[config.mk]
export PLATFORM = sky130hd
export DESIGN_NAME = logic_op_sequencer
export DESIGN_NICKNAME = d
export VERILOG_FILES = /design/src/rtl/logic_seq_pkg.sv /design/src/rtl/next_op_pick.sv /design/src/rtl/logic_op_sequencer.sv
export SDC_FILE = /design/constraint.sdc
export NUM_CORES = 1
export LEC_CHECK = 0
export CORE_ASPECT_RATIO = 1.4
export CORE_MARGIN = 4
export CORE_UTILIZATION = 30
export CTS_BUF_LIST = sky130_fd_sc_hd__clkbuf_4
export DETAILED_ROUTE_END_ITERATION = 8
export PLACE_DENSITY_LB_ADDON = 0.2
export SETUP_SLACK_MARGIN = 0.2
export SLEW_MARGIN = 15
export SYNTH_ARGS = -nofsm -noshare
export SYNTH_HDL_FRONTEND = slang
export SYNTH_SLANG_ARGS = --single-unit
[constraint.sdc]
create_clock -name clk -period 9.7 [get_ports clk]
set_clock_uncertainty 0.05 [all_clocks]
set_input_delay 2.425 -clock clk [delete_from_list [all_inputs] [get_ports clk]]
set_output_delay 2.425 -clock clk [all_outputs]
set_load 0.005 [all_outputs]
[src/rtl/logic_seq_pkg.sv]
// Shared types and default sizing for the logic-unit operation sequencer.
package logic_seq_pkg;

  // Sequencer states
  typedef enum logic [1:0] {
    IDLE  = 2'd0,
    ISSUE = 2'd1,
    RESP  = 2'd2
  } state_e;

  // Default datapath sizing
  localparam int DEF_WIDTH   = 64;
  localparam int DEF_SEL_W   = 3;
  localparam int DEF_NUM_OPS = 8;

endpackage

[src/rtl/next_op_pick.sv]
// Picks the next select code to issue after cur_sel, given the set of
// enabled codes. With an all-ones mask this reduces to increment and a
// compare against NUM_OPS-1.
module next_op_pick
  import logic_seq_pkg::*;
#(
  parameter int SEL_W   = DEF_SEL_W,
  parameter int NUM_OPS = DEF_NUM_OPS
) (
  input  logic [SEL_W-1:0]   cur_sel,
  input  logic [NUM_OPS-1:0] mask,
  output logic [SEL_W-1:0]   next_sel,
  output logic               is_last
);

  // lowest enabled code strictly above cur_sel; none left means cur_sel is last
  always_comb begin
    next_sel = cur_sel;
    is_last  = 1'b1;
    for (int i = NUM_OPS - 1; i >= 0; i--) begin
      if (mask[i] && (i > int'(cur_sel))) begin
        next_sel = SEL_W'(i);
        is_last  = 1'b0;
      end
    end
  end

endmodule

[src/rtl/logic_op_sequencer.sv]
// Hardware initiator for the external combinational logic unit.
// Accepts one operand pair, steps lu_sel through the enabled select codes
// in ascending order, registers each result and streams it out.
// Optional feature macro: LOGIC_OP_SEQUENCER_OP_MASK_EN adds an op_mask
// input that selects which codes are issued (all-zero mask = all codes).
module logic_op_sequencer
  import logic_seq_pkg::*;
#(
  parameter int WIDTH   = DEF_WIDTH,
  parameter int SEL_W   = DEF_SEL_W,
  parameter int NUM_OPS = DEF_NUM_OPS
) (
  input  logic               clk,
  input  logic               rst,
  input  logic               in_valid,
  output logic               in_ready,
  input  logic [WIDTH-1:0]   in_a,
  input  logic [WIDTH-1:0]   in_b,
`ifdef LOGIC_OP_SEQUENCER_OP_MASK_EN
  input  logic [NUM_OPS-1:0] op_mask,
`endif
  output logic [WIDTH-1:0]   lu_in1,
  output logic [WIDTH-1:0]   lu_in2,
  output logic [SEL_W-1:0]   lu_sel,
  input  logic [WIDTH-1:0]   lu_out,
  output logic               out_valid,
  input  logic               out_ready,
  output logic [WIDTH-1:0]   out_data,
  output logic [SEL_W-1:0]   out_sel,
  output logic               out_last
);

  localparam logic [NUM_OPS-1:0] FULL_MASK = {NUM_OPS{1'b1}};

  state_e             state_q, state_d;
  logic [WIDTH-1:0]   lu_in1_q, lu_in1_d;
  logic [WIDTH-1:0]   lu_in2_q, lu_in2_d;
  logic [SEL_W-1:0]   lu_sel_q, lu_sel_d;
  logic [WIDTH-1:0]   out_data_q, out_data_d;
  logic [SEL_W-1:0]   out_sel_q, out_sel_d;
  logic               out_valid_q, out_valid_d;
  logic               out_last_q, out_last_d;

  logic [NUM_OPS-1:0] held_mask;
  logic [SEL_W-1:0]   first_sel;
  logic [SEL_W-1:0]   next_sel;
  logic               cur_is_last;

`ifdef LOGIC_OP_SEQUENCER_OP_MASK_EN
  logic [NUM_OPS-1:0] mask_q, mask_d;
  logic [NUM_OPS-1:0] acc_mask;

  assign acc_mask  = (op_mask == '0) ? FULL_MASK : op_mask;
  assign held_mask = mask_q;

  // first code of a transaction is the lowest bit set in the accepted mask
  always_comb begin
    first_sel = '0;
    for (int i = NUM_OPS - 1; i >= 0; i--) begin
      if (acc_mask[i]) first_sel = SEL_W'(i);
    end
  end
`else
  assign held_mask = FULL_MASK;
  assign first_sel = '0;
`endif

  next_op_pick #(
    .SEL_W   (SEL_W),
    .NUM_OPS (NUM_OPS)
  ) u_next_op_pick (
    .cur_sel  (lu_sel_q),
    .mask     (held_mask),
    .next_sel (next_sel),
    .is_last  (cur_is_last)
  );

  // in_ready is forced low while reset is asserted, not just after it
  assign in_ready = (state_q == IDLE) && !rst;

  // next-state and next-output computation for the IDLE/ISSUE/RESP sequence
  always_comb begin
    state_d     = state_q;
    lu_in1_d    = lu_in1_q;
    lu_in2_d    = lu_in2_q;
    lu_sel_d    = lu_sel_q;
    out_data_d  = out_data_q;
    out_sel_d   = out_sel_q;
    out_valid_d = out_valid_q;
    out_last_d  = out_last_q;
`ifdef LOGIC_OP_SEQUENCER_OP_MASK_EN
    mask_d      = mask_q;
`endif
    case (state_q)
      IDLE: begin
        if (in_valid && in_ready) begin
          lu_in1_d = in_a;
          lu_in2_d = in_b;
          lu_sel_d = first_sel;
`ifdef LOGIC_OP_SEQUENCER_OP_MASK_EN
          mask_d   = acc_mask;
`endif
          state_d  = ISSUE;
        end
      end
      ISSUE: begin
        out_data_d  = lu_out;
        out_sel_d   = lu_sel_q;
        out_last_d  = cur_is_last;
        out_valid_d = 1'b1;
        state_d     = RESP;
      end
      RESP: begin
        if (out_ready) begin
          out_valid_d = 1'b0;
          if (out_last_q) begin
            state_d = IDLE;
          end else begin
            lu_sel_d = next_sel;
            state_d  = ISSUE;
          end
        end
      end
      default: state_d = IDLE;
    endcase
  end

  // state and output registers; reset aborts any transaction in flight
  always_ff @(posedge clk or posedge rst) begin
    if (rst) begin
      state_q     <= IDLE;
      lu_in1_q    <= '0;
      lu_in2_q    <= '0;
      lu_sel_q    <= '0;
      out_data_q  <= '0;
      out_sel_q   <= '0;
      out_valid_q <= 1'b0;
      out_last_q  <= 1'b0;
`ifdef LOGIC_OP_SEQUENCER_OP_MASK_EN
      mask_q      <= FULL_MASK;
`endif
    end else begin
      state_q     <= state_d;
      lu_in1_q    <= lu_in1_d;
      lu_in2_q    <= lu_in2_d;
      lu_sel_q    <= lu_sel_d;
      out_data_q  <= out_data_d;
      out_sel_q   <= out_sel_d;
      out_valid_q <= out_valid_d;
      out_last_q  <= out_last_d;
`ifdef LOGIC_OP_SEQUENCER_OP_MASK_EN
      mask_q      <= mask_d;
`endif
    end
  end

  assign lu_in1    = lu_in1_q;
  assign lu_in2    = lu_in2_q;
  assign lu_sel    = lu_sel_q;
  assign out_data  = out_data_q;
  assign out_sel   = out_sel_q;
  assign out_valid = out_valid_q;
  assign out_last  = out_last_q;

endmodule
==> flow_metrics.tcl, run 1 <==
set metrics [dict create \
    port-buffer-count 396 \
    path_class "input pin to output pin" \
    hold_depth 2 \
    core.rowCount 69 \
    fp.dieH_um 197.3 \
    tightestPinTransition_ns 0.9403 \
    drive_gt1_share_pct 14.04 \
    fin_nets 1331 \
    antenna_left 0 \
    critPathMaxFanout 4 \
    cts_made_buffers 53 \
    track_usage_pct 16.97 \
    drtPass1Iterations 4 \
    post-route-drc-count 0 \
    grt_pass1_vias 6821 \
    outcome "finished clean" \
    r2r_start "state_q[1]$_DFFE_PP0P_" \
    setup_slack_ns 3.415 \
    wl_per_cell_um 16.34 \
    clock_latency_ns 0.67 \
    dp_slack_ns 3.396 \
    relSlewSlack_pct 37.31 \
    grt_pass1_wl_mm 37.40 \
    finalSetupTns_ns 0 \
    hp-start "lu_in1[38]$_DFFE_PP0P_" \
    clockBufferDepth 3 \
    ff2ff_path_depth 5 \
    coreArea_sq_um 25300 \
    cts_hold_buf 0 \
    ys_types 21 \
    h-tree-depth 2 \
    drtIter0Drc 213 \
    gr-total-overflow 0 \
    vias 6424 \
    hold_class "flop to flop" \
    postSynthAreaPerCell_sq_um 10.70 \
    grt_max_degree 132 \
    cp_data_arrival_time_ns 3.81 \
    fmax_mhz 159.1 \
    wirelength_mm 24.43 \
    ys_warn_count 0 \
    synth_seq_cells 202 \
    cp.required_ns 7.23 \
    setup_viol_count_final 0 \
    ctsRootBufferMaster "clkbuf_4" \
    gp_congestion 0.7553 \
    rrSetupSlack_ns 7.21 \
    syn_nets 913 \
    die_width_um 143.2 \
    min_to "lu_in1[38]$_DFFE_PP0P_" \
    min_period_ns 6.285 \
    path_clk_slew_ns 0.06 \
    ir_drop_mv 0.1509 \
    routed_via_density 4.297 \
    final_common_cell "clkdlybuf4s50_1" \
    cts_tree "built" \
    maxCapViolations 0 \
    ys_seq_area_share_pct 65.86 \
    rsz0062_at_grt "no" \
    power_density_nw_per_um2 301.8 \
    post_cts_buffers 0 \
    place_hpwl_mm 17.20 \
    drv_slew 0 \
    io_pins 397 \
    post_cts_resized 0 \
    synth_cells 717 \
    hold_violations 0 \
    timing.rr.end "lu_in2[55]$_DFFE_PP0P_" \
    leakage_uw 0.005868 \
    start_util_pct 30.34 \
    timing.final.crit_share_pct 64.79 \
    die-area_sq_um 28240 \
    netlist_area_sq_um 7675 \
    antenna_found_initial 1 \
    area_delta_synth_final_pct 63.69 \
    cts_sinks 202 \
    mostFrequentLayoutCells "clkdlybuf4s50_1, nand2_1, dfrtp_1" \
    end_kind "output pin" \
    worstSetupStartpointType "input pin" \
    nFillCells 2374 \
]
==> power breakdown <==
part,switching [uW],internal (uW),total (uW),leakage [uW]
registers,209,1240,1450,0.00247
clock network,351,439,791,0.000431
logic,566,982,1550,0.00296
==> synthesized netlist by cell type <==
cell / number / area share (%)
or4b_4: 1 / 0.18
nor4b_1: 1 / 0.11
dfrtp_1: 202 / 66
or4bb_1: 1 / 0.15
nor3b_1: 1 / 0.098
nor2b_1: 1 / 0.082
clkbuf_1: 6 / 0.29
mux2_2: 68 / 10
a21boi_0: 2 / 0.20
buf_2: 20 / 1.3
and3_1: 1 / 0.082
nand4_1: 1 / 0.082
or2_2: 1 / 0.082
inv_1: 4 / 0.20
buf_6: 12 / 1.8
a21oi_1: 2 / 0.13
nor3_1: 1 / 0.065
mux2i_1: 1 / 0.13
a22o_1: 1 / 0.11
nand2_1: 388 / 19
o21ai_0: 2 / 0.13
==> how the worst max path moves through the flow <==
stage | endpoint | cells after the start | start | slack, ns
after floorplan | lu_in1[0]$_DFFE_PP0P_ | 1 | rst | 1.71
after global placement | in_ready | 3 | rst | 3.39
after detailed placement | in_ready | 3 | rst | 3.40
after CTS | in_ready | 3 | rst | 3.39
after global routing | in_ready | 3 | rst | 3.32
final | in_ready | 3 | rst | 3.41
==> kinds of logic after synthesis <==
logic type             synth area share, %
AO/OA/AOI/OAI                       0.5706
buffers and inverters                3.554
multiplexers                         10.11
flip-flops                           65.86
AND/OR/NAND/NOR                      19.91
==> metal layers <==
metal	vias to the layer above	track usage, %	share of wire (%)	wire length [um]
li1	3105	-	-	-
met1	2982	18.11	36	8676
met2	279	29.53	51	12520
met3	58	6.176	9.0	2210
met4	0	8.137	4.2	1019
met5	-	0	0	0
==> critical path, stage by stage <==
cell and delay [ns]:
clkdlybuf4s50_1 0.55, nor3_1 0.28, clkdlybuf4s50_1 0.55
==> state kept, by name, summed over array words and instances (netlist names) <==
name and flops:
out_last 1, lu_in1 64, lu_in2 64, out_valid 1, state_q 2, lu_sel 3
out_data 64, out_sel 3
==> layout make-up <==
class	count	area [sq um]	share of cell area (%)
Timing Repair Buffer	401	4001	31.85
Clock buffer	83	623.1	4.960
Sequential cell	202	5055	40.24
Clock inverter	12	98.84	0.7868
Inverter	4	22.52	0.1793
Tap cell	319	399.1	3.177
Multi-Input combinational cell	473	2361	18.79
Antenna cell	1	2.502	0.01992
==> metrics by stage <==
stage                     hold slack, ns  instances  area [sq um]  util, %  total power [uW]
after CTS                         0.4268       1494         12560    49.66              3871
after global routing              0.4397       1495         12560    49.67              4073
after floorplan                   0.4168        717          7675        -              1993
final                             0.4195       1495         12560    49.67              3791
after detailed placement          0.4111       1399         11840    46.80              3046
after global placement            0.4063       1399         11840    46.80              3018
Note: power is estimated with default switching activity, not from simulation.
==> run 2: changes to the inputs <==
==> constraint.sdc (replaced) <==
create_clock -name clk -period 5.5 [get_ports clk]
set_clock_uncertainty 0.05 [all_clocks]
set_input_delay 1.375 -clock clk [delete_from_list [all_inputs] [get_ports clk]]
set_output_delay 1.375 -clock clk [all_outputs]
set_load 0.005 [all_outputs]
==> flow_metrics.tcl, run 2 (synthesis gave the netlist of run 1 again) <==
set metrics [dict create \
    wl_per_cell_um 16.24 \
    ff2ff_path_depth 4 \
    maxCapViolations 0 \
    timing.final.crit_share_pct 73.09 \
    grt_max_degree 129 \
    cts_hold_buf 0 \
    ctsRootBufferMaster "clkbuf_4" \
    area_delta_synth_final_pct 62.86 \
    rsz0062_at_grt "no" \
    finalSetupTns_ns 0 \
    outcome "finished clean" \
    gp_congestion 0.7454 \
    io_pins 397 \
    r2r_start "state_q[1]$_DFFE_PP0P_" \
    clockBufferDepth 3 \
    setup_viol_count_final 0 \
    vias 6357 \
    leakage_uw 0.005819 \
    drtIter0Drc 303 \
    grt_pass1_wl_mm 36.80 \
    cts_made_buffers 51 \
    crit_end "in_ready" \
    ir_drop_mv 0.3721 \
    mostFrequentLayoutCells "clkdlybuf4s50_1, nand2_1, dfrtp_1" \
    drive_gt1_share_pct 13.39 \
    start_util_pct 30.34 \
    nFillCells 2458 \
    end_kind "output pin" \
    antenna_left 0 \
    tightestPinTransition_ns 0.9023 \
    relSlewSlack_pct 39.84 \
    wl_met2_mm 12.85 \
    place_hpwl_mm 16.91 \
    top_layer "met4" \
    cp.required_ns 4.07 \
    worstSetupStartpointType "input pin" \
    core.rowCount 69 \
    drtPass1Iterations 4 \
    cp_data_arrival_time_ns 2.59 \
    fp.dieH_um 197.3 \
    clock_latency_ns 0.65 \
    hold_violations 0 \
    cts_sinks 202 \
    cts_tree "built" \
    die-area_sq_um 28240 \
    fin_nets 1329 \
    track_usage_pct 16.76 \
    power_density_nw_per_um2 521.1 \
    cp-startpoint "rst" \
    hold_class "flop to flop" \
    port-buffer-count 396 \
    post_cts_resized 0 \
    final_common_cell "clkdlybuf4s50_1" \
    rrSetupSlack_ns 3.36 \
    post_cts_buffers 0 \
    wirelength_mm 24.12 \
    grt_pass1_vias 6573 \
    min_period_ns 4.020 \
    fmax_mhz 248.8 \
    coreArea_sq_um 25300 \
    wl_met3_mm 1.781 \
    h-tree-depth 2 \
    post-route-drc-count 0 \
    path_clk_slew_ns 0.06 \
    path_class "input pin to output pin" \
    routed_via_density 4.281 \
    wl_met1_mm 8.637 \
    die_width_um 143.2 \
    drv_slew 0 \
    hold_slack_ns 0.4201 \
    gr-total-overflow 0 \
    critPathMaxFanout 4 \
    antenna_found_initial 1 \
    timing.rr.end "lu_in2[27]$_DFFE_PP0P_" \
]
-- run 2: cell types whose count changed in the layout (fill, tap and decap cells not counted), sizes merged --
| cell | previous run | this run |
|---|---|---|
| bufinv | 2 | 0 |
| clkbuf | 83 | 78 |
| clkinv | 9 | 7 |
| clkinvlp | 0 | 1 |
| inv | 5 | 3 |
-- run 2: cell type report --
| type | instances | area (sq um) | share of cell area, % |
|---|---|---|---|
| clock buffer | 78 | 585.6 | 4.685 |
| antenna | 1 | 2.502 | 0.02002 |
| tap | 319 | 399.1 | 3.193 |
| sequential | 202 | 5055 | 40.44 |
| clock inverter | 7 | 26.28 | 0.2102 |
| timing repair buffer | 401 | 4051 | 32.41 |
| multi-input combinational | 473 | 2361 | 18.89 |
| inverter | 4 | 18.77 | 0.1502 |
-- run 2: worst max-delay path: stages --
cell and delay (ns):
clkdlybuf4s50_1 0.51, nor3_1 0.18, clkdlybuf4s50_1 0.53
-- run 2: per-stage QoR --
step	total power, uW	setup WS (ns)	cells	utilization [%]	cell area (sq um)
3_5_place_dp	5375	1.485	1399	46.99	11890
3_3_place_gp	5327	1.476	1399	46.99	11890
2_1_floorplan	3515	1.459	717	-	7679
4_1_cts	6655	1.478	1484	49.40	12500
5_1_grt	7003	1.416	1485	49.41	12500
6_report	6514	1.480	1485	49.41	12500
-- run 2: metal layers --
| metal | track usage [%] | up-vias |
|---|---|---|
| met4 | 7.256 | 0 |
| li1 | - | 3099 |
| met2 | 29.91 | 241 |
| met5 | 0 | - |
| met1 | 18.22 | 2963 |
| met3 | 5.086 | 54 |
-- run 2: power by group --
part | leakage, uW | internal (uW) | switching (uW)
Sequential | 0.00247 | 2190 | 367
Clock | 0.000370 | 636 | 587
Combinational | 0.00298 | 1740 | 992
Total | 0.00582 | 4570 | 1940
-- run 2: how the worst min path moves through the flow --
| stage | cells after the start | from | to |
|---|---|---|---|
| 6_report | 2 | lu_in2[62]$_DFFE_PP0P_ | lu_in2[62]$_DFFE_PP0P_ |
| 5_1_grt | 2 | lu_in1[26]$_DFFE_PP0P_ | lu_in1[26]$_DFFE_PP0P_ |
| 4_1_cts | 2 | lu_in2[24]$_DFFE_PP0P_ | lu_in2[24]$_DFFE_PP0P_ |
| 3_5_place_dp | 2 | lu_in1[33]$_DFFE_PP0P_ | lu_in1[33]$_DFFE_PP0P_ |
| 3_3_place_gp | 2 | lu_in1[30]$_DFFE_PP0P_ | lu_in1[30]$_DFFE_PP0P_ |
| 2_1_floorplan | 2 | lu_in1[10]$_DFFE_PP0P_ | lu_in1[10]$_DFFE_PP0P_ |
==> run 3: changes to the inputs <==
==> constraint.sdc (replaced) <==
create_clock -name clk -period 3.8 [get_ports clk]
set_clock_uncertainty 0.05 [all_clocks]
set_input_delay 0.95 -clock clk [delete_from_list [all_inputs] [get_ports clk]]
set_output_delay 0.95 -clock clk [all_outputs]
set_load 0.005 [all_outputs]
==> flow_metrics.tcl, run 3 (synthesis gave the netlist of run 1 again) <==
set metrics [dict create \
    cp.required_ns 2.80 \
    port-buffer-count 396 \
    p_sw_share_pct 30.16 \
    end_kind "output pin" \
    timing.final.crit_share_pct 82.78 \
    antenna_found_initial 4 \
    cp-startpoint "rst" \
    setup_viol_count_final 0 \
    worstSetupStartpointType "input pin" \
    path_clk_slew_ns 0.06 \
    drtPass1Iterations 4 \
    drtIter0Drc 213 \
    placed_cells 1401 \
    io_pins 397 \
    cp_data_arrival_time_ns 2.15 \
    design_area_sq_um 12560 \
    r2r_start "state_q[1]$_DFFE_PP0P_" \
    cts_made_buffers 53 \
    post-route-drc-count 0 \
    ir_drop_mv 0.4861 \
    ctsRootBufferMaster "clkbuf_4" \
    cts_sinks 202 \
    die-area_sq_um 28240 \
    fmax_mhz 317.9 \
    relSlewSlack_pct 40.11 \
    vias 6403 \
    core.rowCount 69 \
    grt_pass1_vias 6851 \
    hold_slack_ns 0.4219 \
    multiInputGateArea_sq_um 2361 \
    post_cts_resized 0 \
    final_cells 1494 \
    finalSetupTns_ns 0 \
    critPathMaxFanout 4 \
    path_class "input pin to output pin" \
    clockPowerShare_pct 18.8 \
    p_comb_share_pct 42.0 \
    wl_per_cell_um 16.38 \
    coreArea_sq_um 25300 \
    min_period_ns 3.146 \
    drive_gt1_share_pct 13.41 \
    rsz0062_at_grt "no" \
    cts_hold_buf 0 \
    share_seq_of_total_power_pct 39.2 \
    clockBufferDepth 3 \
    ff2ff_path_depth 4 \
    track_usage_pct 17.06 \
    tightestPinTransition_ns 0.8984 \
    antenna_left 0 \
    mostFrequentLayoutCells "clkdlybuf4s50_1, nand2_1, dfrtp_1" \
    h-tree-depth 2 \
    fin_nets 1333 \
    cts_tree "built" \
    crit_end "in_ready" \
    utilization_pct 49.64 \
    wirelength_mm 24.48 \
    hp-start "lu_in2[62]$_DFFE_PP0P_" \
    p_switching_uw 2852 \
    gr-total-overflow 0 \
    post_cts_buffers 0 \
    leakage_uw 0.005840 \
    die_width_um 143.2 \
    power_density_nw_per_um2 753.3 \
    layout.area.seq_sq_um 5055 \
    placedInstanceArea_sq_um 11930 \
    timing.rr.end "lu_in1[59]$_DFFE_PP0P_" \
    rrSetupSlack_ns 1.66 \
    area_delta_synth_final_pct 63.60 \
    fp.dieH_um 197.3 \
    drv_slew 0 \
    place_hpwl_mm 17.44 \
    outcome "finished clean" \
    grt_pass1_wl_mm 37.55 \
    clock_latency_ns 0.65 \
    gp_congestion 0.7413 \
    routed_via_density 4.286 \
    final_common_cell "clkdlybuf4s50_1" \
    hold_violations 0 \
    maxCapViolations 0 \
    hold_class "flop to flop" \
    grt_max_degree 129 \
    start_util_pct 30.34 \
    p_int_uw 6606 \
    nFillCells 2452 \
]
-- run 3: area by class of cell --
class	instances	area share (%)
Antenna cell	4	0.07972
Clock buffer	76	4.544
Clock inverter	13	0.3986
Inverter	4	0.1495
Multi-Input combinational cell	473	18.80
Sequential cell	202	40.26
Tap cell	319	3.179
Timing Repair Buffer	403	32.59
-- run 3: worst min-delay path by stage --
stage                             endpoint  slack, ns  cells past startpoint
floorplan           lu_in1[10]$_DFFE_PP0P_       0.42                      2
global placement    lu_in2[18]$_DFFE_PP0P_       0.41                      2
detailed placement   lu_in2[2]$_DFFE_PP0P_       0.41                      2
CTS                 lu_in2[18]$_DFFE_PP0P_       0.43                      2
global route        lu_in1[56]$_DFFE_PP0P_       0.44                      2
finish              lu_in2[62]$_DFFE_PP0P_       0.42                      2
-- run 3: power by group through the flow --
stage | sequential, uW | combinational [uW] | clock, uW
2_1_floorplan | 3810 | 1280 | 0
3_3_place_gp | 3700 | 4020 | 0
3_5_place_dp | 3740 | 4060 | 0
4_1_cts | 3710 | 4070 | 1880
5_1_grt | 3830 | 4340 | 1990
6_report | 3700 | 3970 | 1780
-- run 3: critical path, cell delays in order --
cell,delay [ns]
clkdlybuf4s50_1,0.50
nor3_1,0.17
clkdlybuf4s50_1,0.53
-- run 3: metal layers --
| metal | share of wire, % | vias up | track usage (%) |
|---|---|---|---|
| met2 | 54 | 245 | 30.47 |
| met3 | 7.6 | 57 | 5.159 |
| met1 | 35 | 2996 | 18.11 |
| li1 | - | 3105 | - |
| met5 | 0 | - | 0 |
| met4 | 3.7 | 0 | 8.313 |
-- run 3: per-stage QoR --
| step | worst slack, ns | total power [uW] |
|---|---|---|
| 4_1_cts | 0.6367 | 9663 |
| 3_5_place_dp | 0.6425 | 7801 |
| 2_1_floorplan | 0.1837 | 5087 |
| 5_1_grt | 0.5893 | 10160 |
| 3_3_place_gp | 0.6232 | 7717 |
| 6_report | 0.6542 | 9458 |
